[config.mk]
export PLATFORM = sky130hd
export DESIGN_NAME = wfi_ctrl_flat
export DESIGN_NICKNAME = d
export VERILOG_FILES = /design/src/rtl/wfi_ctrl_pkg.sv /design/src/rtl/wfi_ctrl_if.sv /design/src/rtl/wfi_timer.sv /design/src/rtl/wfi_ctrl.sv /design/src/flat_wrapper.sv
export SDC_FILE = /design/constraint.sdc
export NUM_CORES = 1
export LEC_CHECK = 0
export CORE_ASPECT_RATIO = 0.9
export CORE_UTILIZATION = 39
export DETAILED_ROUTE_END_ITERATION = 6
export PLACE_DENSITY_LB_ADDON = 0.3
export SLEW_MARGIN = 20
export SYNTH_ARGS = -nofsm -noshare
export SYNTH_HDL_FRONTEND = slang
export SYNTH_HIERARCHICAL = 1
export SYNTH_SLANG_ARGS = --single-unit
[constraint.sdc]
create_clock -name clk -period 2.26 [get_ports clk]
set_input_delay 0.565 -clock clk [delete_from_list [all_inputs] [get_ports clk]]
set_output_delay 0.565 -clock clk [all_outputs]
set_load 0.005 [all_outputs]
[src/rtl/wfi_ctrl_pkg.sv]
// Shared types and constants for the WFI sequencing logic in the Memory stage.
package wfi_ctrl_pkg;

    localparam int unsigned TIMEOUT_W_DEF = 8;
    localparam logic [1:0]  P_MODE_M      = 2'b11;

    typedef enum logic [0:0] {
        WFI_IDLE = 1'b0,
        WFI_WAIT = 1'b1
    } wfi_state_t;

    // TW only forces a timeout when running below machine mode.
    function automatic logic twActive(input logic statusTw, input logic [1:0] privMode);
        return statusTw & (privMode != P_MODE_M);
    endfunction

endpackage

[src/rtl/wfi_ctrl_if.sv]
// Handshake bundle between the pipeline/trap logic and the WFI controller.
interface wfi_ctrl_if #(
    parameter int TIMEOUT_W = 8
);
    logic                 wfiM;
    logic                 InstrValidM;
    logic                 FlushW;
    logic                 TrapM;
    logic [1:0]           PrivilegeModeW;
    logic                 STATUS_TW;
    logic                 IntPendingM;
    logic [TIMEOUT_W-1:0] TimeoutLimit;
    logic                 WFIStallM;
    logic                 WFIWakeM;
    logic                 WFITimeoutFaultM;
    logic                 WFIActiveM;
    logic [TIMEOUT_W-1:0] WFICountM;

    modport master (
        output wfiM, InstrValidM, FlushW, TrapM, PrivilegeModeW, STATUS_TW,
               IntPendingM, TimeoutLimit,
        input  WFIStallM, WFIWakeM, WFITimeoutFaultM, WFIActiveM, WFICountM
    );

    modport slave (
        input  wfiM, InstrValidM, FlushW, TrapM, PrivilegeModeW, STATUS_TW,
               IntPendingM, TimeoutLimit,
        output WFIStallM, WFIWakeM, WFITimeoutFaultM, WFIActiveM, WFICountM
    );
endinterface

[src/rtl/wfi_timer.sv]
// Saturating wait counter with clear/enable and an equality compare against the limit.
module wfi_timer
    import wfi_ctrl_pkg::*;
#(
    parameter int TIMEOUT_W = TIMEOUT_W_DEF
) (
    input  logic                 clk,
    input  logic                 reset_n,
    input  logic                 clr,
    input  logic                 en,
    input  logic [TIMEOUT_W-1:0] limit,
    output logic [TIMEOUT_W-1:0] count,
    output logic                 atLimit
);

    localparam logic [TIMEOUT_W-1:0] CNT_ZERO = {TIMEOUT_W{1'b0}};
    localparam logic [TIMEOUT_W-1:0] CNT_MAX  = {TIMEOUT_W{1'b1}};
    localparam logic [TIMEOUT_W-1:0] CNT_ONE  = {{(TIMEOUT_W-1){1'b0}}, 1'b1};

    logic [TIMEOUT_W-1:0] count_r;

    // Count waiting cycles; holds at all-ones instead of wrapping.
    always_ff @(posedge clk or negedge reset_n) begin
        if (!reset_n) begin
            count_r <= CNT_ZERO;
        end else if (clr) begin
            count_r <= CNT_ZERO;
        end else if (en && (count_r != CNT_MAX)) begin
            count_r <= count_r + CNT_ONE;
        end else begin
            count_r <= count_r;
        end
    end

    assign count   = count_r;
    assign atLimit = (count_r == limit);

endmodule

[src/rtl/wfi_ctrl.sv]
// WFI sequencer: stalls Memory while waiting, then wakes on interrupt or raises a TW fault.
module wfi_ctrl
    import wfi_ctrl_pkg::*;
#(
    parameter int TIMEOUT_W = TIMEOUT_W_DEF
) (
    input  logic       clk,
    input  logic       reset_n,
    wfi_ctrl_if.slave  bus
);

    wfi_state_t           wfiState_r;
    logic                 twLatched_r;
    logic                 start_s;
    logic                 twAct_s;
    logic                 limitZero_s;
    logic                 atLimit_s;
    logic                 expire_s;
    logic                 abort_s;
    logic [TIMEOUT_W-1:0] count_s;
    logic                 stall_s;
    logic                 wake_s;
    logic                 fault_s;
    logic                 timerClr_s;
    logic                 timerEn_s;
    logic                 enterWait_s;
    logic                 leaveWait_s;

    assign start_s     = bus.wfiM & bus.InstrValidM & ~bus.TrapM & ~bus.FlushW;
    assign twAct_s     = twActive(bus.STATUS_TW, bus.PrivilegeModeW);
    assign limitZero_s = (bus.TimeoutLimit == {TIMEOUT_W{1'b0}});
    assign abort_s     = bus.FlushW | bus.TrapM;
    assign expire_s    = twLatched_r & atLimit_s;

    wfi_timer #(
        .TIMEOUT_W (TIMEOUT_W)
    ) u_timer (
        .clk     (clk),
        .reset_n (reset_n),
        .clr     (timerClr_s),
        .en      (timerEn_s),
        .limit   (bus.TimeoutLimit),
        .count   (count_s),
        .atLimit (atLimit_s)
    );

    // Per-cycle decode of stall, pulses and timer control from state and inputs.
    always_comb begin
        stall_s     = 1'b0;
        wake_s      = 1'b0;
        fault_s     = 1'b0;
        timerClr_s  = 1'b0;
        timerEn_s   = 1'b0;
        enterWait_s = 1'b0;
        leaveWait_s = 1'b0;
        case (wfiState_r)
            WFI_IDLE: begin
                if (start_s && bus.IntPendingM) begin
                    // retires as a NOP
                    stall_s = 1'b0;
                end else if (start_s && twAct_s && limitZero_s) begin
                    fault_s = 1'b1;
                end else if (start_s) begin
                    stall_s     = 1'b1;
                    timerEn_s   = 1'b1;
                    enterWait_s = 1'b1;
                end else begin
                    stall_s = 1'b0;
                end
            end
            WFI_WAIT: begin
                if (abort_s) begin
                    timerClr_s  = 1'b1;
                    leaveWait_s = 1'b1;
                end else if (bus.IntPendingM) begin
                    wake_s      = 1'b1;
                    timerClr_s  = 1'b1;
                    leaveWait_s = 1'b1;
                end else if (expire_s) begin
                    fault_s     = 1'b1;
                    timerClr_s  = 1'b1;
                    leaveWait_s = 1'b1;
                end else begin
                    stall_s   = 1'b1;
                    timerEn_s = 1'b1;
                end
            end
            default: begin
                timerClr_s  = 1'b1;
                leaveWait_s = 1'b1;
            end
        endcase
    end

    // State register; the TW decision is frozen at entry for the whole wait.
    always_ff @(posedge clk or negedge reset_n) begin
        if (!reset_n) begin
            wfiState_r  <= WFI_IDLE;
            twLatched_r <= 1'b0;
        end else if (enterWait_s) begin
            wfiState_r  <= WFI_WAIT;
            twLatched_r <= twAct_s;
        end else if (leaveWait_s) begin
            wfiState_r  <= WFI_IDLE;
            twLatched_r <= 1'b0;
        end else begin
            wfiState_r  <= wfiState_r;
            twLatched_r <= twLatched_r;
        end
    end

    // Reset masks the combinational outputs so a held wfiM cannot stall during reset.
    assign bus.WFIStallM        = reset_n & stall_s;
    assign bus.WFIWakeM         = reset_n & wake_s;
    assign bus.WFITimeoutFaultM = reset_n & fault_s;
    assign bus.WFIActiveM       = (wfiState_r == WFI_WAIT);
    assign bus.WFICountM        = count_s;

endmodule

[src/flat_wrapper.sv]
// flat-port wrapper written by rule: the top's interface ports become plain ports
module wfi_ctrl_flat import wfi_ctrl_pkg::*;
#(
    parameter int TIMEOUT_W = TIMEOUT_W_DEF
)
  (clk, reset_n, bus_wfiM, bus_InstrValidM, bus_FlushW, bus_TrapM, bus_PrivilegeModeW, bus_STATUS_TW, bus_IntPendingM, bus_TimeoutLimit, bus_WFIStallM, bus_WFIWakeM, bus_WFITimeoutFaultM, bus_WFIActiveM, bus_WFICountM);
  wfi_ctrl_if #(.TIMEOUT_W(TIMEOUT_W)) bus_i ();
  input  logic clk;
  input  logic reset_n;
  input wire logic [$bits(bus_i.wfiM)-1:0] bus_wfiM;
  input wire logic [$bits(bus_i.InstrValidM)-1:0] bus_InstrValidM;
  input wire logic [$bits(bus_i.FlushW)-1:0] bus_FlushW;
  input wire logic [$bits(bus_i.TrapM)-1:0] bus_TrapM;
  input wire logic [$bits(bus_i.PrivilegeModeW)-1:0] bus_PrivilegeModeW;
  input wire logic [$bits(bus_i.STATUS_TW)-1:0] bus_STATUS_TW;
  input wire logic [$bits(bus_i.IntPendingM)-1:0] bus_IntPendingM;
  input wire logic [$bits(bus_i.TimeoutLimit)-1:0] bus_TimeoutLimit;
  output wire logic [$bits(bus_i.WFIStallM)-1:0] bus_WFIStallM;
  output wire logic [$bits(bus_i.WFIWakeM)-1:0] bus_WFIWakeM;
  output wire logic [$bits(bus_i.WFITimeoutFaultM)-1:0] bus_WFITimeoutFaultM;
  output wire logic [$bits(bus_i.WFIActiveM)-1:0] bus_WFIActiveM;
  output wire logic [$bits(bus_i.WFICountM)-1:0] bus_WFICountM;
  assign bus_i.wfiM = bus_wfiM;
  assign bus_i.InstrValidM = bus_InstrValidM;
  assign bus_i.FlushW = bus_FlushW;
  assign bus_i.TrapM = bus_TrapM;
  assign bus_i.PrivilegeModeW = bus_PrivilegeModeW;
  assign bus_i.STATUS_TW = bus_STATUS_TW;
  assign bus_i.IntPendingM = bus_IntPendingM;
  assign bus_i.TimeoutLimit = bus_TimeoutLimit;
  assign bus_WFIStallM = bus_i.WFIStallM;
  assign bus_WFIWakeM = bus_i.WFIWakeM;
  assign bus_WFITimeoutFaultM = bus_i.WFITimeoutFaultM;
  assign bus_WFIActiveM = bus_i.WFIActiveM;
  assign bus_WFICountM = bus_i.WFICountM;
  wfi_ctrl #(.TIMEOUT_W(TIMEOUT_W)) u_core (.clk(clk), .reset_n(reset_n), .bus(bus_i));
endmodule
* After elaboration in Yosys (flattened, before gate mapping)
Index checks and enable logic that the tools add are counted.
** Cells by class
- Reductions and logical operators :: 7
- Add/sub/neg operators :: 1
- Bitwise operators :: 12
- Eq/ne operators :: 3
- Mux-type cells :: 25
** Operators with widths (number)
- $mux 1 :: 21
- $mux 8 :: 2
- $add 8x1->8 const B :: 1
- $and 1x1->1 :: 8
- $eq 8x8->1 :: 1
- $logic_not 8->1 :: 1
- $ne 8x8->1 const B :: 1
- $logic_and 1x1->1 :: 4
- $pmux 1 s2 :: 2
- $reduce_bool 2->1 :: 2
- $not 1->1 :: 3
- $ne 2x2->1 const B :: 1
- $or 1x1->1 :: 1
** Word-level totals
- Register bits after elaboration :: 10
- Logic and storage cells :: 51
- Bits of input ports :: 18
- Output and inout bits :: 12

* Logic depth before layout (Yosys ltp)
Gate-level depths: netlist of run 1.
- Depth after elaboration :: 11
- Gate-level depth with buffers :: 9
- Mapped depth without buffers :: 8

* Hierarchy
The synthesis of run 1 kept the hierarchy.
** By module, submodules not included
- wfi_timer :: area each 603.1 um^2, times used 1, cells an instance 59, sequential area each 200.2 um^2
- wfi_ctrl :: area each 221.5 um^2, times used 1, cells an instance 24, sequential area each 50.0 um^2

* Least setup slack after synthesis of run 1
OpenSTA, ideal clock, no wires.
- Path kind :: input -> register
- Start point :: in bus_TimeoutLimit[5]
- End point :: reg u_core.u_timer.count_r[5], in the netlist u_core/u_timer/count[5]
- Data arrival time :: 2206 ps
- Required time :: 2135 ps
- Cell stages on the path :: 6
- Setup slack :: -71 ps
- Path through :: or4_4 > or3_4 > a32o_1 > nand4_1 > a211oi_2 > mux2_4
** On the way
- Longest elaborated chain between the ends :: 8
** Ends and longest elaborated chain
- from (decl) :: RTL line flat_wrapper.sv:17 : input wire logic [$bits(bus_i.TimeoutLimit)-1:0] bus_TimeoutLimit;
- $eq 8x8->1 :: RTL line wfi_timer.sv:36 : assign atLimit = (count_r == limit);
- $and 1x1->1 :: RTL line wfi_ctrl.sv:33 : assign expire_s = twLatched_r & atLimit_s;
- $mux 1 (3 in a row)
- $pmux 1 s2 *
- named net u_core.stall_s :: RTL line wfi_ctrl.sv:21 : logic stall_s;
- $logic_and 1x1->1 * :: RTL line wfi_timer.sv:28 : end else if (en && (count_r != CNT_MAX)) begin
- $reduce_bool 2->1 (no source line) *
- to (signal assigned) :: RTL line wfi_timer.sv:29 : count_r <= count_r + CNT_ONE;
- to (signal assigned) :: RTL line wfi_timer.sv:31 : count_r <= count_r;
- to (decl) :: RTL line wfi_timer.sv:20 : logic [TIMEOUT_W-1:0] count_r;
The timed path passes the listed nets; every way through them passes the cells marked *.
A chain may end at the register's enable or synchronous reset.

* Worst setup path in the final report of run 1
- Start point :: in bus_TimeoutLimit[2]
- End point :: out bus_WFIStallM
** On the way
- Longest elaborated chain between the ends :: 7
** Ends and longest elaborated chain
- $eq 8x8->1 :: RTL line wfi_timer.sv:36
- $and 1x1->1 :: RTL line wfi_ctrl.sv:33
- $mux 1 :: RTL line wfi_ctrl.sv:79 : end else if (expire_s) begin
- $mux 1 :: RTL line wfi_ctrl.sv:75 : end else if (bus.IntPendingM) begin
- $mux 1 :: RTL line wfi_ctrl.sv:72 : if (abort_s) begin
- $pmux 1 s2 * :: RTL line wfi_ctrl.sv:56 : case (wfiState_r)
- $and 1x1->1 * :: RTL line wfi_ctrl.sv:113 : assign bus.WFIStallM = reset_n & stall_s;
- to (decl) :: RTL line flat_wrapper.sv:18 : output wire logic [$bits(bus_i.WFIStallM)-1:0] bus_WFIStallM;
Every way passes the cells marked *; elsewhere a longest branch is shown, timed or not.

==> results of run 1 <==
-- worst max path at each step --
stage / from / endpoint / cells past startpoint
floorplan: bus_TimeoutLimit[5] / u_core/u_timer/count[5] / 6
global placement: bus_TimeoutLimit[5] / bus_WFIStallM / 5
detailed placement: bus_TimeoutLimit[5] / bus_WFIStallM / 5
CTS: bus_TimeoutLimit[6] / bus_WFIStallM / 5
global route: bus_TimeoutLimit[2] / bus_WFIStallM / 5
finish: bus_TimeoutLimit[2] / bus_WFIStallM / 5
-- layout make-up --
cell class              instances  area share, %
multi-input cells              69           43.2
repair buffers                 59           34.8
flip-flops and latches         10           17.9
well taps                      25           2.24
clock buffers                   3           1.61
inverters                       1          0.268
-- through the flow --
stage,hold WS [ps],utilization (%)
after floorplan,269,-
after global placement,519,68.2
after detailed placement,529,68.2
after CTS,537,70.3
after global routing,567,71.7
final,534,71.7
-- cell families after synthesis --
family                     after synthesis  share of synthesized area (%)
AOI/OAI and AO/OA                       19                           20.6
xor gates and xnor gates                 8                           8.50
adders and majority gates                1                           1.52
buffers and inverters                    4                           3.64
DFF                                     10                           30.3
muxes                                    5                           8.50
and+or+nand+nor                         36                           26.9
-- state kept, by name, indices dropped and copies added, names as in the netlist --
register	count
u_core/u_timer/count	8
u_core/bus.WFIActiveM	1
u_core/twLatched_r	1
-- Yosys cell counts, drive strengths merged (3+ instances only) --
master / count / share of area (%)
a21oi: 4 / 3.3
nand2: 5 / 2.3
nand4: 4 / 3.0
a32o: 3 / 3.6
a21boi: 3 / 3.2
xnor2: 8 / 8.5
dfrtp: 10 / 30
nor2: 5 / 2.3
nor2b: 4 / 3.0
mux2: 4 / 7.3
-- power groups by stage --
stage,clock network (mW),registers (mW),logic [mW]
2_1_floorplan,0,0.232,0.0807
3_3_place_gp,0,0.218,0.225
3_5_place_dp,0,0.218,0.232
4_1_cts,0.123,0.215,0.232
5_1_grt,0.132,0.218,0.260
6_report,0.119,0.215,0.235
-- per-layer routing --
metal | up-vias | global-route usage (%) | wire, µm
met5 | - | 0 | 0
met4 | 0 | 10.0 | 36
met3 | 6 | 4.67 | 105
met2 | 30 | 46.1 | 1330
met1 | 431 | 23.3 | 973
li1 | 445 | - | -
-- repair_timing --
action | 4_1_cts | 5_1_grt
setup buffers | 2 | 1
setup endpoints to repair | 11 | 11
pin swaps | 12 | 6
gates resized for setup | 43 | 11
-- worst max-delay path, delay by kind of cell --
kind,cells,cell delay (ps)
simple gates,2,940
compound gates,1,260
buf+inv,2,220
==> results.txt, run 1 <==
----------------------------------------------------
[Finish]
  Share of cells above drive strength 1 ... 46.5%
  Cell area after layout ... 1400 µm²
  Leading cell types in the layout, fill and taps excluded ... 29 x buf_4, 17 x clkdlybuf4s50_1, 10 x dfrtp_1
  FF/Latch Area ... 250 µm²
  Footprint of the multi-input gates ... 604 µm²
  Final-layout fill cell count ... 141
  Commonest non-fill, non-tap cell in the layout ... buf_4
  Final standard cell count with taps included and fillers excluded ... 167
  Antenna Diode Count ... 0
  Net total in the final layout ... 163
  Relative area change from synthesis to final layout ... 69.7%

[Flow run]
  Count of max-cap constraint violations ... 0

[Routing]
  Routed len/inst ... 14.6 µm
  Final WL ... 2.44 mm
  DRC ... 0
  Antenna Violating Nets Remaining ... 0
  Total number of vias ... 912
  Post-detailed-route via-to-cell ratio ... 5.46
  First-pass detailed-route iteration total ... 4
  Number of DRC markers in iteration 0 ... 25

[Placement]
  Placed Cells ... 162
  Number of buffer cells added on primary ports ... 29
  Placed Instance Area ... 1330 µm²
  Final estimated routing congestion in global placement ... 0.808
  Worst-case setup slack after placement ... -959 ps
  Hpwl dp ... 1.84 mm

[Clock tree]
  Number of buffers on the longest clock path ... 2
  Clock transition at the registers of the reported paths ... 60 ps
  H-tree Lvls ... 1
  Clock root buffer master ... clkbuf_4
  CTS sink count ... 10
  Post-CTS Hold Buffers ... 0
  TritonCTS clock tree ... built
  Inserted Clock Buffers ... 3
  Clock latency on the worst-skew pair ... 260 ps

[Floorplanning]
  Starting Density ... 42.2%
  Horizontal extent of the die ... 50.5 µm
  Top-level port count ... 30
  Area of the core ... 1950 µm²
  Die Footprint ... 2300 µm²
  FP Rows ... 15
  Vertical die dimension ... 45.6 µm

[Setup path]
  Worst-case reg-to-reg path depth ... 9
  CP max FO ... 3
  Sort of element at the start of the critical path ... primary input
  Worst r2r dst ... u_core/u_timer/count[5]
  Crit. End Element ... output pin
  R2R Setup Slk ... 150 ps
  RR Startpoint ... u_core/u_timer/count[3]
  Req. time, crit path ... 1690 ps
  Kind of critical path ... primary input to output pin
  Cells along the critical path ... buf_6 > or4_4 > or3_4 > a32o_1 > buf_2
  CP max stage delay ... 530 ps
  Critical Path Slowest Stage Cell ... or4_4
  Critical Path AT ... 1980 ps

[Synthesis]
  Mean instance size in the synthesized netlist ... 9.93 µm²
  Main flop type after synthesis ... dfrtp_1
  EDFF count, synth ... 0
  Net count after synthesis ... 102
  Synth unique cells ... 40
  Seq/Total Area, Yosys ... 30.3%
  Gate count after technology mapping ... 83
  Flop and latch count out of synthesis ... 10
  Synth async-reset ratio ... 100%
  Mapped cell area ... 825 µm²
  Warnings, synthesis ... 6

[Power]
  Worst supply voltage drop on vdd ... 0.420 mV
  Switching share of power ... 28.9%
  Sequential Power Share ... 37.8%
  Clk network pwr share ... 20.9%
  Post-layout total power ... 569 µW
  Power per Cell Area ... 407 nW/µm²
  Internal cell power ... 404 µW
  Sw power ... 165 µW
  Static leakage power ... 0.597 nW
  Part of the total power dissipated in combinational logic ... 41.4%

[STA]
  Top achievable clock speed ... 393 MHz
  Count of pins over their slew limit ... 0
  Worst path setup slack after routing ... -288 ps
  Minimum period implied by the final worst setup slack ... 2550 ps
  Total Negative Setup Slacks ... -1600 ps
  Final hold viol count ... 0
  Unrepaired setup endpoints after global routing ... true
  Worst relative slew slack ... 71.2%
  Number of endpoints failing setup at the final stage ... 10
  Slew at the pin closest to its max-slew limit ... 428 ps
  Worst clock skew on the final layout ... 0.519 ps
  Crit share post-route ... 113%

[Worst hold path]
  Hold Path Sink ... u_core/twLatched_r
  Start point of the worst hold path ... u_core/twLatched_r
  Classification of the worst-slack hold path ... flip-flop to flip-flop
  Worst hold stages ... 2

[Global route]
  Final global-route overflow total ... 0
  Number of global-route vias before repair ... 888
  Antenna violations before repair ... 0
  First-pass GRT wire length ... 3.80 mm
  Total global-route track usage ... 23.0%
  Pin count of the biggest net entering global routing ... 14

[Status]
  Violated checks ... setup timing
  Run status ... finished, violations left

----------------------------------------------------
Power figures use the tool's default switching activity.
==> run 2, diff against run 1 <==
--- a/config.mk
+++ b/config.mk
@@ -5,8 +5,9 @@
 export SDC_FILE = /design/constraint.sdc
 export NUM_CORES = 1
 export LEC_CHECK = 0
+export ABC_AREA = 1
 export CORE_ASPECT_RATIO = 0.9
-export CORE_UTILIZATION = 39
+export CORE_UTILIZATION = 40
 export DETAILED_ROUTE_END_ITERATION = 6
 export PLACE_DENSITY_LB_ADDON = 0.3
 export SLEW_MARGIN = 20
==> results.txt, run 2 <==
----------------------------------------------------
[Status]
  Run status ... finished clean

[Synthesis]
  Net count after synthesis ... 150 (+47%)
  Main area contributors after synthesis ... dfrtp_1 29%, nand2_1 17%, xnor2_1 8.1%
  Most used standard cells in the synthesized netlist ... 38 x nand2_1, 18 x nor2_1, 14 x inv_1, 10 x dfrtp_1, 9 x nand3_1
  Mapped cell area ... 861 µm² (+4.4%)
  Synth async-reset ratio ... 100% (unchanged)
  Flop and latch count out of synthesis ... 10 (unchanged)
  Seq/Total Area, Yosys ... 29.1% (-1.3 points)
  Mean instance size in the synthesized netlist ... 6.57 µm² (-34%)
  Post-synthesis cell type with the largest combined area ... dfrtp_1
  Area share of the largest cell type after synthesis ... 29.1% (-1.3 points)
  Leading cell type by number of instances after synthesis ... nand2_1
  Warnings, synthesis ... 6 (unchanged)
  EDFF count, synth ... 0 (unchanged)
  Gate count after technology mapping ... 131 (+58%)
  Main flop type after synthesis ... dfrtp_1
  Synth unique cells ... 23 (-43%)

[Power]
  Post-layout total power ... 740 µW (+30%)
  Worst supply voltage drop on vdd ... 0.360 mV (-14%)
  Static leakage power ... 0.736 nW (+23%)
  Power per Cell Area ... 505 nW/µm² (+24%)

[Global route]
  Total global-route track usage ... 25.8% (+2.8 points)
  First-pass GRT wire length ... 4.40 mm (+16%)
  Antenna violations before repair ... 0 (unchanged)
  Final global-route overflow total ... 0 (unchanged)
  Pin count of the biggest net entering global routing ... 11 (-3)
  Number of global-route vias before repair ... 1035 (+17%)

[Routing]
  Routed len/inst ... 13.2 µm (-9.8%)
  First-pass detailed-route iteration total ... 4 (unchanged)
  Final WL ... 2.88 mm (+18%)
  Total number of vias ... 1128 (+24%)
  Post-detailed-route via-to-cell ratio ... 5.17 (-5.3%)
  Number of DRC markers in iteration 0 ... 55 (+120%)
  Antenna Violating Nets Remaining ... 0 (unchanged)
  DRC ... 0 (unchanged)

[Clock tree]
  Clock root buffer master ... clkbuf_4
  Clock latency on the worst-skew pair ... 270 ps (about the same)
  Number of buffers on the longest clock path ... 2 (unchanged)
  Clock transition at the registers of the reported paths ... 70 ps (about the same)
  Inserted Clock Buffers ... 3 (unchanged)
  CTS sink count ... 10 (unchanged)
  Post-CTS Hold Buffers ... 0 (unchanged)
  H-tree Lvls ... 1 (unchanged)
  TritonCTS clock tree ... built

[Flow run]
  Count of max-cap constraint violations ... 0 (unchanged)

[Setup path]
  Kind of critical path ... primary input to output pin
  Sort of element at the start of the critical path ... primary input
  Crit. End Element ... output pin
  CP max FO ... 4 (+1)
  Critical Path AT ... 1670 ps (-310 ps)
  Req. time, crit path ... 1690 ps (about the same)

[STA]
  Count of pins over their slew limit ... 0 (unchanged)
  Number of endpoints failing setup at the final stage ... 0 (-10)
  Slew at the pin closest to its max-slew limit ... 323 ps (-105 ps)
  Minimum period implied by the final worst setup slack ... 2240 ps (-312 ps)
  Top achievable clock speed ... 447 MHz (+14%)
  Hold WS ... 583 ps (+48.8 ps)
  Unrepaired setup endpoints after global routing ... true
  Final hold viol count ... 0 (unchanged)
  Worst relative slew slack ... 78.4% (+7.2 points)
  Worst clock skew on the final layout ... 3.88 ps (+3.36 ps)
  Crit share post-route ... 98.9% (-14 points)

[Placement]
  Placed Instance Area ... 1370 µm² (+2.9%)
  Final estimated routing congestion in global placement ... 0.898 (+11%)
  Placed Cells ... 210 (+30%)
  Hpwl dp ... 2.06 mm (+12%)
  Number of buffer cells added on primary ports ... 29 (unchanged)

[Floorplanning]
  Die Footprint ... 2340 µm² (+1.7%)
  Area of the core ... 1970 µm² (+0.96%)
  Top-level port count ... 30 (unchanged)
  Vertical die dimension ... 46.0 µm (+0.85%)
  Horizontal extent of the die ... 50.9 µm (+0.86%)
  Starting Density ... 43.7% (+1.4 points)
  FP Rows ... 15 (unchanged)

[Finish]
  Final-layout fill cell count ... 153 (+8.5%)
  Relative area change from synthesis to final layout ... 70.2%
  Cell area after layout ... 1470 µm² (+4.7%)
  Final standard cell count with taps included and fillers excluded ... 218 (+31%)
  Antenna Diode Count ... 0 (unchanged)
  Share of cells above drive strength 1 ... 37.3% (-9.2 points)
  Flip-flop count of the largest register after layout ... 8 (unchanged)
  Commonest non-fill, non-tap cell in the layout ... nand2_1
  Leading cell types in the layout, fill and taps excluded ... 37 x nand2_1, 28 x buf_4, 17 x nor2_1
  Final core utilization ... 74.3% (+2.7 points)
  Net total in the final layout ... 213 (+31%)

[Worst hold path]
  Classification of the worst-slack hold path ... flip-flop to flip-flop

----------------------------------------------------
[run 2: changes by cell type after synthesis, moves of 3 or more]
| cell | change |
|---|---|
| nand2_1 | +33 |
| inv_1 | +13 |
| nor2_1 | +13 |
| nand3_1 | +7 |
| nand2_2 | +5 |
| mux2_4 | -4 |
| nor2b_1 | -4 |
| a21oi_1 | +3 |
| a32o_1 | -3 |
| nor2_2 | +3 |
[run 2: critical path, cell delays in order]
cell and delay, ps:
clkdlybuf4s50_1 460, nand2_1 60, inv_2 60, nand2_4 60
nor2_2 90, nand2_1 80, nand2_2 110, a21oi_2 60
buf_2 120
[run 2: kinds of logic (layout without fill, tap and decap cells)]
kind of cell | count (synthesis) | in the layout | share of synthesized area (%)
adder cells (fa/ha/maj) | 1 | 1 | 1.45
AND/OR/NAND/NOR | 86 | 86 | 46.9
flip-flops | 10 | 10 | 29.1
buffers and inverters | 17 | 79 | 7.99
AO/OA/AOI/OAI | 9 | 9 | 6.40
XOR/XNOR | 8 | 8 | 8.14
[run 2: path summary, 6_finish.rpt]
path	start	to	slack, ps	depth (start not counted)
max in group asynchronous	reset_n	u_core/u_timer/count[2]	1430	2
hold reg to reg	u_core/twLatched_r	u_core/twLatched_r	580	2
hold / removal	u_core/twLatched_r	u_core/twLatched_r	580	2
setup reg to reg	u_core/u_timer/count[1]	u_core/u_timer/count[0]	220	14
min in group asynchronous	reset_n	u_core/bus.WFIActiveM	680	2
setup / recovery	bus_InstrValidM	bus_WFIStallM	20	9
[run 2: where the power goes]
| part | total (mW) | internal [mW] | leakage, nW | switching [mW] |
|---|---|---|---|---|
| registers | 0.241 | 0.211 | 0.133 | 0.0294 |
| logic | 0.339 | 0.191 | 0.582 | 0.148 |
| clock network | 0.160 | 0.0979 | 0.0210 | 0.0625 |
[run 2: timing repair]
action                                 CTS  global route
endpoints found under the hold margin    0             0
pin swaps                               13            15
setup endpoints to repair                3             4
setup buffers                            4             1
gates resized for setup                 40            18
[run 2: cell type report]
cell class	instances	area (µm²)	area share, %
sequential	10	250	17.1
multi-input combinational	104	613	41.8
clock buffer	4	36.3	2.48
tap	25	31.3	2.13
inverter	17	68.8	4.70
timing repair buffer	58	465	31.8
[run 2: through the flow]
step	TNS (ps)	worst slack, ps
after detailed placement	-3200	-602
after floorplan	0	480
after global routing	-58.6	-43.0
after CTS	-7.41	-7.41
final	0	24.1
after global placement	-2640	-569
[run 2: routing by layer]
layer / vias to the layer above / part of all wire, % / GRT usage [%]
met5: - / 0 / 0
met4: 0 / 1.0 / 12.2
met3: 6 / 7.4 / 6.00
met2: 56 / 49 / 45.5
met1: 525 / 42 / 29.9
li1: 541 / - / -
==> run 3, diff against run 2 <==
--- a/config.mk
+++ b/config.mk
@@ -7,6 +7,7 @@
 export LEC_CHECK = 0
 export ABC_AREA = 1
 export CORE_ASPECT_RATIO = 0.9
+export CORE_MARGIN = 4
 export CORE_UTILIZATION = 40
 export DETAILED_ROUTE_END_ITERATION = 6
 export PLACE_DENSITY_LB_ADDON = 0.3
==> results.txt, run 3 (same netlist as run 2, synthesis figures left out) <==
----------------------------------------------------
[Setup path]
  Number of cells on the critical path ... 10 (+1)
  R2R Setup Slk ... 420 ps (+200 ps)
  Sort of element at the start of the critical path ... primary input
  CP max stage delay ... 180 ps (-280 ps)
  Capture point of the critical path ... bus_WFITimeoutFaultM
  CP max FO ... 3 (-1)
  Crit. End Element ... output pin
  Cells along the critical path ... buf_2 > xnor2_1 > nand4_1 > nor2_1 > nand2_1 > buf_6 > nor3_2 > nand2_1 > nand2_1 > buf_2
  WP buf/inv ... 3 (unchanged)
  Critical Path AT ... 1650 ps (-20 ps)
  RR Startpoint ... u_core/u_timer/count[6]
  Launch point of the worst path ... bus_TimeoutLimit[1]
  Critical Path Slowest Stage Cell ... xnor2_1
  Kind of critical path ... primary input to output pin
  Worst-case reg-to-reg path depth ... 13 (-1)
  Most common cell on crit path ... nand2_1
  Req. time, crit path ... 1690 ps (about the same)
  CP delay by family, top ... simple AND/OR/NAND/NOR gates
  Worst r2r dst ... u_core/u_timer/count[5]

[Status]
  Run status ... finished clean

[Routing]
  Final WL ... 2.72 mm (-5.5%)
  DRC ... 0 (unchanged)
  Number of DRC markers in iteration 0 ... 36 (-35%)
  Post-detailed-route via-to-cell ratio ... 5.00 (-3.4%)
  Routed len/inst ... 12.6 µm (-4.2%)
  Total number of vias ... 1075 (-4.7%)
  First-pass detailed-route iteration total ... 4 (unchanged)
  Antenna Violating Nets Remaining ... 0 (unchanged)

[Floorplanning]
  Top-level port count ... 30 (unchanged)
  FP Rows ... 15 (unchanged)
  Vertical die dimension ... 52.0 µm (+13%)
  Die Footprint ... 2960 µm² (+26%)
  Horizontal extent of the die ... 56.9 µm (+12%)
  Starting Density ... 43.3% (-0.41 points)
  Area of the core ... 1990 µm² (+0.95%)

[Clock tree]
  Inserted Clock Buffers ... 3 (unchanged)
  Clock transition at the registers of the reported paths ... 70 ps (about the same)
  CTS sink count ... 10 (unchanged)
  Clock root buffer master ... clkbuf_4
  Number of buffers on the longest clock path ... 2 (unchanged)
  Clock latency on the worst-skew pair ... 260 ps (about the same)
  Post-CTS Hold Buffers ... 0 (unchanged)
  TritonCTS clock tree ... built
  H-tree Lvls ... 1 (unchanged)

[Placement]
  Number of buffer cells added on primary ports ... 29 (unchanged)
  Final estimated routing congestion in global placement ... 0.897 (about the same)
  Hpwl dp ... 2.06 mm (+0.12%)

[Flow run]
  Count of max-cap constraint violations ... 0 (unchanged)

[STA]
  Crit share post-route ... 97.8% (-1.1 points)
  Worst clock skew on the final layout ... 2.10 ps (-1.78 ps)
  Count of pins over their slew limit ... 0 (unchanged)
  Unrepaired setup endpoints after global routing ... true
  Slew at the pin closest to its max-slew limit ... 277 ps (-45.8 ps)
  Worst relative slew slack ... 81.5% (+3.1 points)
  Final hold viol count ... 0 (unchanged)
  Minimum period implied by the final worst setup slack ... 2210 ps (-24.6 ps)
  Top achievable clock speed ... 452 MHz (+1.1%)
  Total Negative Setup Slacks ... 0 ps (unchanged)
  Number of endpoints failing setup at the final stage ... 0 (unchanged)

[Finish]
  Flip-flop count of the largest register after layout ... 8 (unchanged)
  Commonest non-fill, non-tap cell in the layout ... nand2_1
  Share of cells above drive strength 1 ... 35.3% (-2.0 points)
  Antenna Diode Count ... 0 (unchanged)
  Net total in the final layout ... 210 (-1.4%)
  Relative area change from synthesis to final layout ... 66.0%
  Leading cell types in the layout, fill and taps excluded ... 35 x nand2_1, 25 x buf_4, 17 x nor2_1

[Global route]
  Number of global-route vias before repair ... 1039 (+0.39%)
  Pin count of the biggest net entering global routing ... 11 (unchanged)
  Antenna violations before repair ... 0 (unchanged)
  Total global-route track usage ... 18.8% (-7.1 points)
  First-pass GRT wire length ... 4.36 mm (-0.95%)
  Final global-route overflow total ... 0 (unchanged)

[Power]
  Static leakage power ... 0.710 nW (-3.5%)
  Post-layout total power ... 719 µW (-2.8%)
  Power per Cell Area ... 503 nW/µm² (-0.37%)
  Worst supply voltage drop on vdd ... 0.470 mV (+30%)

[Worst hold path]
  Classification of the worst-slack hold path ... flip-flop to flip-flop

----------------------------------------------------
run 3: area by class of cell:
type                       count  area [µm²]
timing repair buffer          55         442
tap                           25        31.3
fill                         151         561
sequential                    10         250
inverter                      17        68.8
multi-input combinational    104         601
clock buffer                   4        36.3
run 3: worst min path at each step:
stage | end | start | cells after the start
floorplan | u_core/bus.WFIActiveM | reset_n | 0
finish | u_core/twLatched_r | u_core/twLatched_r | 2
detailed placement | u_core/twLatched_r | u_core/twLatched_r | 2
CTS | u_core/twLatched_r | u_core/twLatched_r | 2
global route | u_core/twLatched_r | u_core/twLatched_r | 2
global placement | u_core/twLatched_r | u_core/twLatched_r | 2
run 3: tightest hold or removal path: cells and delay by family (launching register included):
kind,cells,cell delay [ps]
compound gates,1,60
flops,1,390
simple gates,1,100
run 3: repair_timing:
| action | in CTS | in global routing |
|---|---|---|
| gates resized for setup | 44 | 15 |
| buffers inserted | 3 | 1 |
| pin swaps | 14 | 9 |
| setup endpoints to repair | 3 | 3 |
run 3: through the flow:
stage | utilization [%] | cells | area, µm² | hold slack, ps | worst slack [ps]
3_5_place_dp | 68.1 | 208 | 1360 | 541 | -632
2_1_floorplan | - | 131 | 861 | 269 | 480
5_1_grt | 71.8 | 215 | 1430 | 590 | -33.5
4_1_cts | 69.1 | 215 | 1370 | 552 | 8.18
6_report | 71.8 | 215 | 1430 | 574 | 48.7
3_3_place_gp | 68.1 | 208 | 1360 | 540 | -575
run 3: where the power goes:
| part | internal (mW) | switching, mW | total (mW) | leakage, nW |
|---|---|---|---|---|
| Sequential | 0.211 | 0.0257 | 0.237 | 0.133 |
| Clock | 0.0978 | 0.0615 | 0.159 | 0.0210 |
| Combinational | 0.180 | 0.143 | 0.323 | 0.556 |
| Total | 0.489 | 0.230 | 0.719 | 0.710 |
run 3: metal layers:
layer,vias to the layer above,part of all wire (%),track usage [%]
met5,-,0,0
met4,0,1.1,6.95
met3,6,7.9,4.22
met2,50,49,34.2
met1,488,42,21.4
li1,531,-,-
